## config.mk

```make
export PLATFORM = sky130hd
export DESIGN_NAME = divclk_edge_monitor
export DESIGN_NICKNAME = d
export VERILOG_FILES = /design/src/rtl/divclk_edge_monitor.sv
export SDC_FILE = /design/constraint.sdc
export NUM_CORES = 1
export LEC_CHECK = 0
export CORE_MARGIN = 2
export CORE_UTILIZATION = 39
export CTS_CLUSTER_DIAMETER = 40
export CTS_CLUSTER_SIZE = 25
export DETAILED_ROUTE_END_ITERATION = 16
export GPL_TIMING_DRIVEN = 0
export SYNTH_ARGS = -nofsm -noshare
export SYNTH_HDL_FRONTEND = slang
export SYNTH_SLANG_ARGS = --single-unit
```

## constraint.sdc

```tcl
create_clock -name clk -period 2.25 [get_ports clk]
set_input_delay 0.675 -clock clk [delete_from_list [all_inputs] [get_ports clk]]
set_output_delay 0.675 -clock clk [all_outputs]
set_load 0.05 [all_outputs]
```

## src/rtl/divclk_edge_monitor.sv

```systemverilog
// rtl/divclk_edge_monitor.sv - divided-clock edge strobes, half-period measurement and lock FSM
module divclk_edge_monitor #(
    parameter int SYNC_STAGES = 2,
    parameter int CNT_W       = 8,
    parameter int EXP_HALF    = 4,
    parameter int TOL         = 0,
    parameter int LOCK_COUNT  = 4,
    parameter int LOSS_COUNT  = 2
) (
    input  logic             clk,
    input  logic             rst,
    input  logic             div_clk_in,
    input  logic             en,
    output logic             rise_pulse,
    output logic             fall_pulse,
    output logic [CNT_W-1:0] half_period,
    output logic             period_valid,
    output logic             locked,
    output logic             err_pulse,
    output logic [7:0]       err_count
);

    localparam int GW = (LOCK_COUNT < 2) ? 1 : $clog2(LOCK_COUNT + 1);
    localparam int BW = (LOSS_COUNT < 2) ? 1 : $clog2(LOSS_COUNT + 1);

    localparam logic [CNT_W-1:0] CNT_MAX   = '1;
    localparam logic [CNT_W:0]   EXP_W     = (CNT_W + 1)'(EXP_HALF);
    localparam logic [CNT_W:0]   TOL_W     = (CNT_W + 1)'(TOL);
    localparam logic [GW-1:0]    GOOD_LAST = GW'(LOCK_COUNT - 1);
    localparam logic [BW-1:0]    BAD_LAST  = BW'(LOSS_COUNT - 1);

    typedef enum logic [1:0] {
        ST_IDLE    = 2'd0,
        ST_ACQUIRE = 2'd1,
        ST_LOCKED  = 2'd2
    } state_t;

    state_t state;
    state_t state_next;

    logic [SYNC_STAGES-1:0] sync_q;
    logic                   edge_hist;
    logic [CNT_W-1:0]       cnt;
    logic                   seen_edge;
    logic [GW-1:0]          good_cnt;
    logic [BW-1:0]          bad_cnt;

    logic             sync_lvl;
    logic             run;
    logic             rise_det;
    logic             fall_det;
    logic             strobe;
    logic             meas_valid;
    logic             timeout;
    logic [CNT_W:0]   cnt_ext;
    logic [CNT_W:0]   diff;
    logic             meas_good;
    logic             good_event;
    logic             bad_event;
    logic             lock_hit;
    logic             loss_hit;

    // Edge detection compares the last synchroniser stage against the history flop.
    // Everything downstream of the edge is gated by run so IDLE produces no events.
    assign sync_lvl   = sync_q[SYNC_STAGES-1];
    assign run        = en && (state != ST_IDLE);
    assign rise_det   = run && sync_lvl && !edge_hist;
    assign fall_det   = run && !sync_lvl && edge_hist;
    assign strobe     = rise_det || fall_det;
    assign meas_valid = strobe && seen_edge;

    // A strobe on the same cycle as a full counter wins, so timeout excludes it.
    assign timeout    = run && !strobe && (cnt == CNT_MAX);

    // Distance from the expected half-period, one bit wider so the subtraction never wraps.
    assign cnt_ext    = {1'b0, cnt};
    assign diff       = (cnt_ext >= EXP_W) ? (cnt_ext - EXP_W) : (EXP_W - cnt_ext);
    assign meas_good  = (diff <= TOL_W);

    // A timeout counts as a bad measurement even though it reports no period.
    assign good_event = meas_valid && meas_good;
    assign bad_event  = (meas_valid && !meas_good) || timeout;

    assign lock_hit   = (state == ST_ACQUIRE) && good_event && (good_cnt == GOOD_LAST);
    assign loss_hit   = (state == ST_LOCKED) && bad_event && (bad_cnt == BAD_LAST);

    // FSM state register.
    always_ff @(posedge clk) begin
        if (rst) begin
            state <= ST_IDLE;
        end else begin
            state <= state_next;
        end
    end

    // FSM next-state: en low parks the monitor in IDLE from any state.
    always_comb begin
        state_next = state;
        if (!en) begin
            state_next = ST_IDLE;
        end else begin
            case (state)
                ST_IDLE:    state_next = ST_ACQUIRE;
                ST_ACQUIRE: if (lock_hit) state_next = ST_LOCKED;
                ST_LOCKED:  if (loss_hit) state_next = ST_ACQUIRE;
                default:    state_next = ST_IDLE;
            endcase
        end
    end

    // FSM outputs: locked is a pure decode of the state register.
    always_comb begin
        locked = (state == ST_LOCKED);
    end

    // Synchroniser chain and edge history keep running in every state, so
    // re-enabling never sees a stale level as a fresh edge.
    always_ff @(posedge clk) begin
        if (rst) begin
            sync_q    <= '0;
            edge_hist <= 1'b0;
        end else begin
            sync_q    <= {sync_q[SYNC_STAGES-2:0], div_clk_in};
            edge_hist <= sync_lvl;
        end
    end

    // Registered strobes and the measurement result.
    always_ff @(posedge clk) begin
        if (rst) begin
            rise_pulse   <= 1'b0;
            fall_pulse   <= 1'b0;
            period_valid <= 1'b0;
            half_period  <= '0;
        end else begin
            rise_pulse   <= rise_det;
            fall_pulse   <= fall_det;
            period_valid <= meas_valid;
            if (meas_valid) begin
                half_period <= cnt;
            end
        end
    end

    // Run counter: distance since the last strobe; a timeout restarts it and
    // forgets the previous edge so the next strobe only re-arms measurement.
    always_ff @(posedge clk) begin
        if (rst || !run) begin
            cnt       <= '0;
            seen_edge <= 1'b0;
        end else if (strobe) begin
            cnt       <= CNT_W'(1);
            seen_edge <= 1'b1;
        end else if (timeout) begin
            cnt       <= CNT_W'(1);
            seen_edge <= 1'b0;
        end else begin
            cnt       <= cnt + CNT_W'(1);
        end
    end

    // Consecutive good/bad measurement counters driving lock entry and loss.
    always_ff @(posedge clk) begin
        if (rst || !run) begin
            good_cnt <= '0;
            bad_cnt  <= '0;
        end else begin
            case (state)
                ST_ACQUIRE: begin
                    if (lock_hit) begin
                        good_cnt <= '0;
                        bad_cnt  <= '0;
                    end else if (good_event) begin
                        good_cnt <= good_cnt + GW'(1);
                    end else if (bad_event) begin
                        good_cnt <= '0;
                    end
                end
                ST_LOCKED: begin
                    if (loss_hit) begin
                        good_cnt <= '0;
                        bad_cnt  <= '0;
                    end else if (good_event) begin
                        bad_cnt <= '0;
                    end else if (bad_event) begin
                        bad_cnt <= bad_cnt + BW'(1);
                    end
                end
                default: begin
                    good_cnt <= '0;
                    bad_cnt  <= '0;
                end
            endcase
        end
    end

    // Error strobe and saturating error count; the count survives en toggles.
    always_ff @(posedge clk) begin
        if (rst) begin
            err_pulse <= 1'b0;
            err_count <= 8'd0;
        end else begin
            err_pulse <= (state == ST_LOCKED) && bad_event;
            if ((state == ST_LOCKED) && bad_event && (err_count != 8'hFF)) begin
                err_count <= err_count + 8'd1;
            end
        end
    end

endmodule

```

# After elaboration in Yosys (flattened, before gate mapping)
# Index checks and enable logic that the tools add are counted.
# word_totals
ff_bits	39
latchBits	0
mem_bits_rw	0
rom_bits	0
in_bits	4
output_inout_bits	21
elab_cells	82
mem_count	0
# classes
n_addsub	6
n_mul	0
div_mod_pow	0
order_cmp	2
eq_ne	10
shifts	0
mux	18
n_bitwise	1
reduce_logical	31
# ops
operator	count
$add 8x1->8 const B	2
$logic_and 1x1->1	15
$mux 2	6
$mux 3	4
$le 9x1->1 const B	1
$mux 9	1
$sub 3x8->9 const A	1
$sub 8x3->9 const B	1
$eq 8x8->1 const B	1
$ge 8x3->1 const B	1
$ne 8x8->1 const B	1
$pmux 2 s3	1
$pmux 3 s2	1
$reduce_and 2->1	3
$logic_not 1->1	5
$eq 2x1->1 const B	2
$mux 1	4
$ne 4x1->1 const B	1
$ne 4x4->1 const B	1
$pmux 2 s2	1
$reduce_bool 2->1	2
$add 3x1->3 const B	1
$eq 3x2->1 const B	1
$logic_or 1x1->1	3
other kinds (8)	8

# Logic depth before layout (Yosys ltp)
# Gate-level depths: netlist (run 1).
# logic_depth
depth_word	13
depth_mapped	7
mapped_depth_nobuf	7

# Worst setup path after synthesis (run 1)
# Ideal clock, no wire load.
# synth_path
kind	reg2reg
from	reg cnt[2]
to	reg err_count[3]
setup_ps	71
arrival_ps	1959
required_ps	2179
setup_slack_ps	221
stages_incl_launch_ff	8
n_path_buf	0
period_less_slack_ps	2029
path_cell_list	dfxtp_1 > inv_1 > ha_1 > and2_2 > a311oi_2 > o21ai_2 > or4b_1 > a21oi_1
# synth_via
elab_chain_cells	8
word_cells_on_any_way	12
cone_classes	2 x add/sub; 2 x order compare; 1 x eq/ne; 1 x mux; 6 x reduce/logical
# synth_lines
element	line	rtl
from (decl)	43	logic [CNT_W-1:0] cnt;
from (signal assigned)	158	cnt <= cnt + CNT_W'(1);
$sub 3x8->9, or another cell as far along	77	assign diff = (cnt_ext >= EXP_W) ? (cnt_ext - EXP_W) : (EXP_W - cnt_ext);
$mux 9	77	
$le 9x1->1	78	assign meas_good = (diff <= TOL_W);
$logic_not 1->1	82	assign bad_event = (meas_valid && !meas_good) || timeout;
$logic_and 1x1->1	82	
$logic_or 1x1->1 (*)	82	
$logic_and 1x1->1 (*) (2 in a row)	204	if ((state == ST_LOCKED) && bad_event && (err_count != 8'hFF)) begin
to (signal assigned)	205	err_count <= err_count + 8'd1;
to (decl)	20	output logic [7:0] err_count
# Mark *: on every way between the ends. The rest lies on a longest branch, timed or not.
# A chain may end at the register's enable or synchronous reset.

# Worst setup path after layout (run 1)
# layout_path
from	reg err_count[6]
to	out err_count[6]
# No word-level cell between the ends.

==> results.txt, run 1 <==
- The run finished with clean final reports.
* CTS Sinks: 39
* Overflow left after global routing: 0
* Detailed-route wire length on metal 1: 1.871 mm
- Fraction of the cycle the final worst path needs: 98.31%
- Worst R2R End: err_count[3]
- Clock insertion delay at the later pin of the skew report: 290 ps
* Largest cells by area after synthesis: sky130_fd_sc_hd__dfxtp_1, sky130_fd_sc_hd__nand2_1, sky130_fd_sc_hd__ha_1
* Final Routed Wirelength: 3.756 mm
* Pwr Density: 563.0 nW/um2
* Share of flip-flops with an asynchronous set or reset: 0%
* Total number of H-tree levels: 2
- The max-slew violation count was 0.
- Setup violations remaining at the end of the flow were counted as 0.
- Cells with a size suffix above 1 make up between 10% and 20% of the layout.
- The die covers 5064 um2.
- Period minus WS final: 2212 ps
- Total number of placement rows: 24
* Initial antenna violation count: 0
- In this run the worst hold path is classified as register to register.
- Top layer reached by signal wires: met4
* Cell chain of the critical path: clkdlybuf4s50_1
* Count of input and output buffers: 24
- During I/O placement, the number of pins put on the boundary was 25.
- Synthesis produced a netlist whose cell count is 206.
* Detailed-placement wirelength estimate: 2.659 mm
- Together, buffers and inverters on the worst path number 1.
* Number of global-route vias before repair: 1431
* Most common flop cell mapped by yosys: sky130_fd_sc_hd__dfxtp_1
- Startpoint of the lowest-slack register-to-register path: cnt[3]
- The repair_antennas step left the layout with diodes totalling 0.
- The floorplan step set the die height to between 70 and 80 um.
* Initial core utilization: 40.40%
* Final ANT Viol Nets: 0
* Filler instances: 422
- The worst pin sits at a relative slew slack of 50.49%.
- The longest clock path from root to sink contains 2 buffers.
* Synth Cell Area: 1759 um2
- Along the worst hold path, the cell count comes to 2.
- Worst min-delay path startpoint: half_period[6]
- Counting the buffers created by CTS gives 5.
- The analysis attributes to cell leakage a power of 0.7813 nW.
- During synthesis, Yosys emitted a total of 0 warnings.
* Critical path startpoint category: register
* Maximum vdd ir drop: 0.2297 mV
- For the pin with the worst max-slew slack, the measured transition is ~730 ps.
- Register bit count reported by yosys: 39
- Relative to the synthesized area, the layout overhead comes to 26.53%.
* Met3 routed WL: about 120 um
- Average instance area after synthesis: about 8.5 um2
- The first global-routing pass estimated about 6.4 mm of wire.
* Routed via count divided by cell count: 5.117
- Part of the Yosys area used for sequential elements: 44.38%
- Fmax: 452.1 MHz
* Crit path DAT: 1540 ps
- Placeable Area: between 4000 and 5000 um2
* Maximum number of pins on one net before global-route repair: 12
- Initial drt markers: 64
- Vias after detailed routing: 1489
- The path with the worst hold slack has its endpoint at half_period[6].
* Clock Pin Slew Worst Setup and Hold Paths: 70 ps
- R2r setup slk: 140 ps
* Top cell type by total area after synthesis: sky130_fd_sc_hd__dfxtp_1
* Syn_nets: 218
- Crit-path max FO: 5
- Max-cap violations in this run came to 0.
- The number of hold violations in the final report came to 0.
- Total power for the finished layout comes to 1.253 mW.
- The first TritonRoute pass finished after 4 iterations.
* Clock root cell: sky130_fd_sc_hd__clkbuf_8
- At the end of routability-driven placement, the weighted congestion stood at 0.8674.
* Cell family with most CP delay: buffers and inverters
- The synthesized design contains 0 enable-type register cells.
* Critical Path End Type: output pin
- Setup CP Type: register to output pin
* DRC Markers: 0
* Horizontal die dimension: just over 70 um
- Cell variety after synth: 44
- At the end of the flow, the number of nets in the layout was 250.
* Logic depth of the worst register-to-register path: 7
- WL per Instance: 12.91 um
- Data on the critical path is required at its endpoint by between 1500 and 2000 ps.
* Commonest cells post-synth: sky130_fd_sc_hd__dfxtp_1, sky130_fd_sc_hd__nand2_1, sky130_fd_sc_hd__a21oi_1
- Detailed-routed wire length on met2: 1.702 mm
- The share of synthesized area in the top cell type comes to 44.38%.
- Across the routed clock network, the largest skew measured is about 6.4 ps.
- Delay of the slowest cell on the worst path: 830 ps
- The slowest stage of the critical path belongs to the cell sky130_fd_sc_hd__clkdlybuf4s50_1.
- Hold slack final: 454.8 ps
- Global routing used 16.18% of the available tracks.
- Across the whole layout, storage elements account for 782.0 um2.
- CTS tree: done
- Area taken by multi-input logic gates: 968.4 um2
- Yosys instantiated no cell more often than sky130_fd_sc_hd__dfxtp_1.
## cells by family after synthesis
| family | after synthesis | share of synthesized area [%] |
|---|---|---|
| XOR/XNOR | 10 | 4.978 |
| multiplexers | 1 | 0.5690 |
| AO/OA/AOI/OAI | 44 | 16.07 |
| AND/OR/NAND/NOR | 90 | 25.18 |
| adder cells (fa/ha/maj) | 8 | 5.690 |
| flip-flops | 39 | 44.38 |
| buffers and inverters | 14 | 3.129 |
## flip-flops by register name (all words and copies together), names as in the netlist
register	count
cnt	8
err_count	8
half_period	8
good_cnt	3
bad_cnt	2
state	2
sync_q	2
edge_hist	1
err_pulse	1
fall_pulse	1
period_valid	1
rise_pulse	1
seen_edge	1
## cell usage in the layout (no fill, tap or decap), types with 2 or more instances in the layout
cell	netlist	layout
sky130_fd_sc_hd__nand2b_1	2	2
sky130_fd_sc_hd__and3_1	2	2
sky130_fd_sc_hd__a41oi_1	3	2
sky130_fd_sc_hd__dfxtp_1	39	38
sky130_fd_sc_hd__dlymetal6s2s_1	0	3
sky130_fd_sc_hd__or3_2	2	2
sky130_fd_sc_hd__clkbuf_8	0	7
sky130_fd_sc_hd__xor2_1	5	5
sky130_fd_sc_hd__a21oi_1	19	19
sky130_fd_sc_hd__nor3_2	0	2
sky130_fd_sc_hd__nand3_1	13	13
sky130_fd_sc_hd__nor3_1	5	3
sky130_fd_sc_hd__o22ai_1	2	2
sky130_fd_sc_hd__ha_1	8	8
sky130_fd_sc_hd__clkbuf_1	3	4
sky130_fd_sc_hd__inv_1	9	9
sky130_fd_sc_hd__nor2b_1	6	5
sky130_fd_sc_hd__nor3b_1	3	3
sky130_fd_sc_hd__o21ai_0	7	6
sky130_fd_sc_hd__xnor2_1	5	5
sky130_fd_sc_hd__nor2_1	18	18
sky130_fd_sc_hd__o31ai_1	3	3
sky130_fd_sc_hd__clkdlybuf4s50_1	0	19
sky130_fd_sc_hd__nand2_1	28	28
## where the power goes
group          leakage [nW]  internal, mW  switching (mW)
registers             0.315         0.694         0.00460
logic                 0.414        0.0138          0.0228
clock network        0.0515         0.280           0.239
## area by class of cell
class | instances | share of cell area, %
inverter | 9 | 1.518
sequential | 39 | 35.13
multi-input combinational | 153 | 43.51
buffer | 5 | 0.9556
clock buffer | 8 | 4.497
tap | 52 | 2.923
timing repair buffer | 25 | 11.47
## timing repair
item                                    in CTS  in global routing
hold buffers                                 0                  0
pin swaps                                    0                  2
setup buffers                                0                  1
resized for setup                            6                 10
endpoints found under the setup margin       8                 14
## routing by layer
layer	global-route usage [%]	vias up
met4	7.547	0
met2	25.72	25
met1	20.34	675
met5	0	-
li1	-	784
met3	4.416	5
## per-stage QoR
| step | setup TNS, ps | instances | area, um2 | util [%] | setup slack [ps] |
|---|---|---|---|---|---|
| floorplan | 0 | 206 | 1759 | - | 220.8 |
| global placement | -4784 | 282 | 2064 | 47.41 | -399.2 |
| detailed placement | -4772 | 282 | 2064 | 47.41 | -412.1 |
| CTS | 0 | 290 | 2176 | 49.97 | 1.697 |
| global route | -6.537 | 291 | 2226 | 51.12 | -6.537 |
| finish | 0 | 291 | 2226 | 51.12 | 38.08 |
## worst max path at each step
stage / endpoint / cells past startpoint / startpoint / slack (ps)
floorplan: err_count[3] / 7 / cnt[2] / 220
global placement: bad_cnt[1] / 7 / en / -400
detailed placement: bad_cnt[1] / 7 / en / -410
CTS: err_count[2] / 1 / err_count[2] / 2
global route: err_count[6] / 1 / err_count[6] / -7
finish: err_count[6] / 1 / err_count[6] / 40
Note: power is estimated with default switching activity, not from simulation.
==> run 2, diff against run 1 <==
CORE_MARGIN = 5   (was 2)
CORE_UTILIZATION = 53   (was 39)
PLACE_DENSITY = 0.78   (was not set)
==> results.txt, run 2 (synthesis gave the netlist of run 1 again) <==
- The flow ran to the end, and the final reports show no timing, DRC or antenna violations.
- Initial antenna violation count: 0
- Total number of placement rows: 21
* Placement Cell Area: 2057 um2
* Number of global-route vias before repair: roughly 1300
- Fmax: between 400 and 500 MHz
- The critical path ends at half_period[5].
- Logic depth of the worst register-to-register path: 7
* Initial drt markers: 121
- Leaving out fill and tap cells, the most frequent cells in the layout are sky130_fd_sc_hd__dfxtp_1, sky130_fd_sc_hd__nand2_1, sky130_fd_sc_hd__a21oi_1, sky130_fd_sc_hd__nor2_1, sky130_fd_sc_hd__clkdlybuf4s50_1.
- After clock tree synthesis, the flow added hold-fix buffers numbering 0.
- The detail route stage leaves a number of antenna-violating nets equal to 0.
* Final count of hold timing violations: 0
* CTS Sinks: 39
- Pwr Density: 559.6 nW/um2
* Setup repair after global routing missed its margin: false
- The finished cells cover 2185 um2.
* Total negative setup slack: 0 ps
* Critical Path Start: half_period[5]
* Non-filler cells in the finished layout: 284
- Across the VDD grid, the largest voltage drop is 0.5396 mV.
* Number of stages on the worst setup path: 1
- Cell family with most CP delay: buffers and inverters
- For this run the aggregate overflow at the end of global routing stands at 0.
- Crit path DAT: 1510 ps
* Tot GR Track Use: 17.34%
- In this run the vertical extent of the chip is between 60 and 70 um.
- Count of input and output buffers: 24
- Iteration count of the initial detailed-routing pass: 4
* Leading cell type in the layout, fill and taps excluded: sky130_fd_sc_hd__dfxtp_1
- At the end of the flow, the number of nets in the layout was about 250.
- On the worst path, the slowest cell contributes a delay of 810 ps.
- Setup ws final: approximately 67 ps
* Area enclosed by the die boundary: approximately 4600 um2
* Number of buffers created by CTS: 5
* Clock Pin Slew Worst Setup and Hold Paths: 120 ps
- Proportion of layout cells with a drive suffix above 1: 10.50%
* Clock root cell: sky130_fd_sc_hd__clkbuf_4
- Dividing the final minimum period by the clock period gives 97.00%.
- Cell type of the slowest stage on the worst timing path: sky130_fd_sc_hd__clkdlybuf4s50_1
- Critical path buffer and inverter count: 1
- The endpoint identified for the worst register-to-register timing path is err_count[3].
* Maximum Capacitance Violations: 0
- The core region is between 3000 and 4000 um2.
- Filler instances: between 200 and 300
- Vias after detailed routing: between 1500 and 2000
- The H-tree was split into 2 levels.
* Wire length of the first global-routing pass: 5.989 mm
- Final Routed Wirelength: 3.584 mm
- The repair_antennas step left the layout with diodes totalling 0.
- P&R area growth vs syn: 24.18%
- Clock latency on the worst-skew pair, taken at its later pin, is 340 ps.
* Post-CTS Setup Bufs: 0
- Period minus WS final: about 2200 ps
* Startpoint of the lowest-slack register-to-register path: cnt[2]
- WL per Instance: 12.62 um
- The worst pin sits at a relative slew slack of between 50% and 60%.
* Setup CP Type: register to output pin
- Static Leak: 0.7539 nW
* DRC Markers: 0
* Final Slew Violations: 0
- Crit-path max FO: 2
- Registers with the most flip-flops: cnt (8), err_count (8), half_period (8)
* Horizontal die dimension: 67.61 um
* Clk_skew: 5.185 ps
- Total chip power: ~1.2 mW
* Count of endpoints failing setup in the final report: 0
- R2r setup slk: approximately 150 ps
- Number of placed instances, taps included: between 200 and 300
- Cell chain of the critical path: clkdlybuf4s50_1
- Initial core utilization: 53.56%
- Critical path startpoint category: register
- For this design the top-level I/O count stands at 25.
- Maximum number of pins on one net before global-route repair: 13
* Buffer depth of the longest clock path: 2
- Critical Path End Type: output pin
* Global placer's final weighted congestion: 0.8387
- Worst Max-Slew Pin Slew: 710.9 ps
- Hold WC Path Type: register to register
- Before CTS, the worst setup slack after placement is -378.6 ps.
- CTS tree: done
* Detailed-placement wirelength estimate: 2.575 mm
* Area taken by multi-input logic gates: 967.2 um2
* Critical Path RT: 1570 ps
- Cell depth of the worst min-delay path: 1
- After detailed routing, the number of vias per cell comes to 5.426.
- Registers take 785.8 um2.
==> run 2: worst min path at each step <==
stage	slack [ps]	to	startpoint
final	450	sync_q[1]	sync_q[0]
after global routing	470	sync_q[1]	sync_q[0]
after CTS	450	sync_q[1]	sync_q[0]
after detailed placement	420	sync_q[1]	sync_q[0]
after global placement	420	sync_q[1]	sync_q[0]
after floorplan	410	sync_q[1]	sync_q[0]
==> run 2: layout make-up <==
class / instances / share of cell area (%)
Clock buffer: 6 / 2.348
Clock inverter: 2 / 1.604
Inverter: 9 / 1.546
Multi-Input combinational cell: 153 / 44.27
Sequential cell: 39 / 35.97
Tap cell: 46 / 2.635
Buffer: 5 / 1.088
Timing Repair Buffer: 24 / 10.54
==> run 2: what timing repair did <==
| item | in CTS | in global routing |
|---|---|---|
| setup endpoints to repair | 10 | 19 |
| pin swaps | 0 | 2 |
| resized for setup | 13 | 12 |
==> run 2: power breakdown <==
group	total, mW	internal [mW]	switching, mW	leakage [nW]
sequential	0.697	0.693	0.00425	0.316
combinational	0.0366	0.0138	0.0229	0.389
clock	0.489	0.263	0.226	0.0482
==> run 2: stage by stage <==
stage	utilization, %	hold WS [ps]
6_report	66.51	446.6
3_3_place_gp	62.63	417.1
4_1_cts	65.14	449.1
2_1_floorplan	-	413.8
5_1_grt	66.51	473.8
3_5_place_dp	62.63	420.4
==> run 2: routing by layer <==
metal | vias to the layer above | global-route usage, % | wire length [um]
met2 | 39 | 26.49 | 1710
li1 | 791 | - | -
met5 | - | 0 | 0
met1 | 704 | 22.78 | 1633
met4 | 0 | 5.316 | 48
met3 | 7 | 6.156 | 192
==> run 3, diff against run 2 <==
CAP_MARGIN = 20   (was not set)
CORE_UTILIZATION = 61   (was 53)
DONT_BUFFER_PORTS = 1   (was not set)
PLACE_DENSITY = 0.77   (was 0.78)
TNS_END_PERCENT = 5   (was not set)
==> results.txt, run 3 (synthesis gave the netlist of run 1 again) <==
* Commonest non-fill, non-tap cells in the layout: sky130_fd_sc_hd__dfxtp_1, sky130_fd_sc_hd__nand2_1, sky130_fd_sc_hd__a21oi_1, sky130_fd_sc_hd__nor2_1, sky130_fd_sc_hd__nand3_1
- Tot GR Track Use: 19.32%
- The max-slew violation count came to 0.
- Initial core utilization: 63.79%
- The analysis attributes to cell leakage a power of 0.6100 nW.
- Registers with the most flip-flops: cnt (8), err_count (8), half_period (8)
- Pwr Density: 562.1 nW/um2
- The flow ran to the end, and the final reports show no timing, DRC or antenna violations.
- The number of placed instances, taps included, is 237.
- Wire length of the first global-routing pass: 6.285 mm
- The die is between 60 and 70 um tall.
- Detailed placement ended at an HPWL of around 2.6 mm.
* Final Routed Wirelength: 3.478 mm
- The tree is rooted in a sky130_fd_sc_hd__clkbuf_4.
- Setup repair after global routing missed its margin: false
- The post-route netlist has about a tenth of its cells at a drive strength greater than 1.
- In the final timing run, aggregate negative setup slack is 0 ps.
* Power Internal: 0.8244 mW
- The routed layout has 1476 vias.
* Iteration count of the initial detailed-routing pass: 4
- Fmax: 467.0 MHz
* Number of nets in the final layout: 225
- At the end of routability-driven placement, the weighted congestion stood at 1.022.
* Clock insertion delay at the later pin of the skew report: 340 ps
- The area growth from synthesis to layout is 6.828%.
- Final ANT Viol Nets: 0
- Part of the power in combinational logic: 2.6%
- Period minus WS final: 2141 ps
- Entering global routing, the biggest net connects 12 pins.
- Setup CP Type: register to register
* Number of global-route vias before repair: 1400
* Initial antenna violation count: 0
- Crit path DAT: 2420 ps
- In the final routed layout, each cell accounts on average for 14.20 um.
- Count of input and output buffers: 0
* Critical Path End Type: register
- Share of total power in sequential cells: 66.1%
* Post-CTS Setup Bufs: 0
- Using the TritonRoute via totals, the vias-per-cell ratio works out to 6.024.
* Maximum Capacitance Violations: 0
* Worst setup timing slack at the placement stage: 57.28 ps
* DRC Markers: 0
* Clock Pin Slew Worst Setup and Hold Paths: 110 ps
* Critical Path RT: roughly 2500 ps
* Non-filler cells in the finished layout: 245
* Initial drt markers: between 100 and 150
- Leading cell type in the layout, fill and taps excluded: sky130_fd_sc_hd__dfxtp_1
- The die covers 4058 um2.
- Crit-path max FO: 10
* Number of buffers created by CTS: 5
* Worst Max-Slew Pin Slew: 696.0 ps
- TritonCTS built the clock tree.
* Total number of H-tree levels: 2
- CTS saw 39 sinks.
- Portion of total power attributed to the clock network: a little under a third
- Hold WC Path Type: register to register
* Sw power: 0.2320 mW
- Final count of hold timing violations: 0
- Total number of placement rows: 19
* # IOs: 25
- Headroom to the max-slew limit came out at 53.39%.
- Placeable Area: 2758 um2
- Fraction of the cycle the final worst path needs: 95.17%
- Setup violations remaining at the end of the flow were counted as 0.
- Global routing finished with a remaining overflow of 0.
- The repair_antennas step left the layout with diodes totalling 0.
- Cells fill 68.15% of the core in the end.
- The die is 63.70 um wide.
- VDD sags by at most 0.5983 mV.
* Filler instances: 232
- Setup slack on the critical path of the routed design comes to 108.6 ps.
- Switching share of total power: 21.96%
- Between clock sinks in the finished design, the worst skew comes to 9.356 ps.
- In this run the deepest clock path goes through 2 buffers.
- STA classifies the critical path startpoint as a register.
[run 3: cell count changes in the layout (fill, tap and decap cells not counted), moves of 2 or more]
cell	previous run	this run
sky130_fd_sc_hd__clkdlybuf4s50_1	15	0
sky130_fd_sc_hd__dlygate4sd2_1	8	0
sky130_fd_sc_hd__dfxtp_2	1	4
sky130_fd_sc_hd__clkbuf_1	3	5
sky130_fd_sc_hd__dfxtp_1	37	35
[run 3: what timing repair did]
action	4_1_cts	5_1_grt
gates resized for setup	1	7
endpoints found under the setup margin	1	4
hold buffers	0	0
[run 3: worst max-delay path, stage by stage (launching register included)]
cell	delay, ps
sky130_fd_sc_hd__dfxtp_2	400
sky130_fd_sc_hd__inv_1	60
sky130_fd_sc_hd__ha_1	270
sky130_fd_sc_hd__and2_2	220
sky130_fd_sc_hd__a311oi_4	350
sky130_fd_sc_hd__o21ai_4	140
sky130_fd_sc_hd__or4b_1	480
sky130_fd_sc_hd__a21oi_1	160
[run 3: path summary, 6_finish.rpt]
check / start / end / slack [ps] / cells after the start
min reg2reg: sync_q[0] / sync_q[1] / 460 / 1
min: sync_q[0] / sync_q[1] / 460 / 1
max reg2reg: cnt[2] / err_count[3] / 110 / 7
max: cnt[2] / err_count[3] / 110 / 7
[run 3: power groups by stage]
stage          registers, mW  logic [mW]  clock network [mW]
2_1_floorplan          0.713      0.0208                   0
3_3_place_gp           0.714      0.0260                   0
3_5_place_dp           0.714      0.0272                   0
4_1_cts                0.699      0.0273               0.341
5_1_grt                0.700      0.0315               0.388
6_report               0.699      0.0278               0.330
[run 3: final cells by class]
cell class	count	area (um2)	area share (%)
tap	31	38.79	2.064
clock buffer	7	45.04	2.397
multi-input combinational	153	949.7	50.53
clock inverter	1	5.005	0.2663
buffer	5	21.27	1.132
inverter	9	33.78	1.798
sequential	39	785.8	41.81
[run 3: through the flow]
step           area (um2)  power (mW)  hold slack, ps
3_3_place_gp         1798      0.7402           423.9
2_1_floorplan        1759      0.7342           413.8
5_1_grt              1879       1.120           437.7
3_5_place_dp         1798      0.7415           437.7
4_1_cts              1851       1.067           459.2
6_report             1879       1.056           457.2
[run 3: layer usage]
layer | GRT usage, % | part of all wire (%) | vias up
li1 | - | - | 744
met1 | 23.25 | 45 | 694
met2 | 31.35 | 48 | 34
met3 | 7.460 | 6.0 | 4
met4 | 6.753 | 0.86 | 0
met5 | 0 | 0 | -
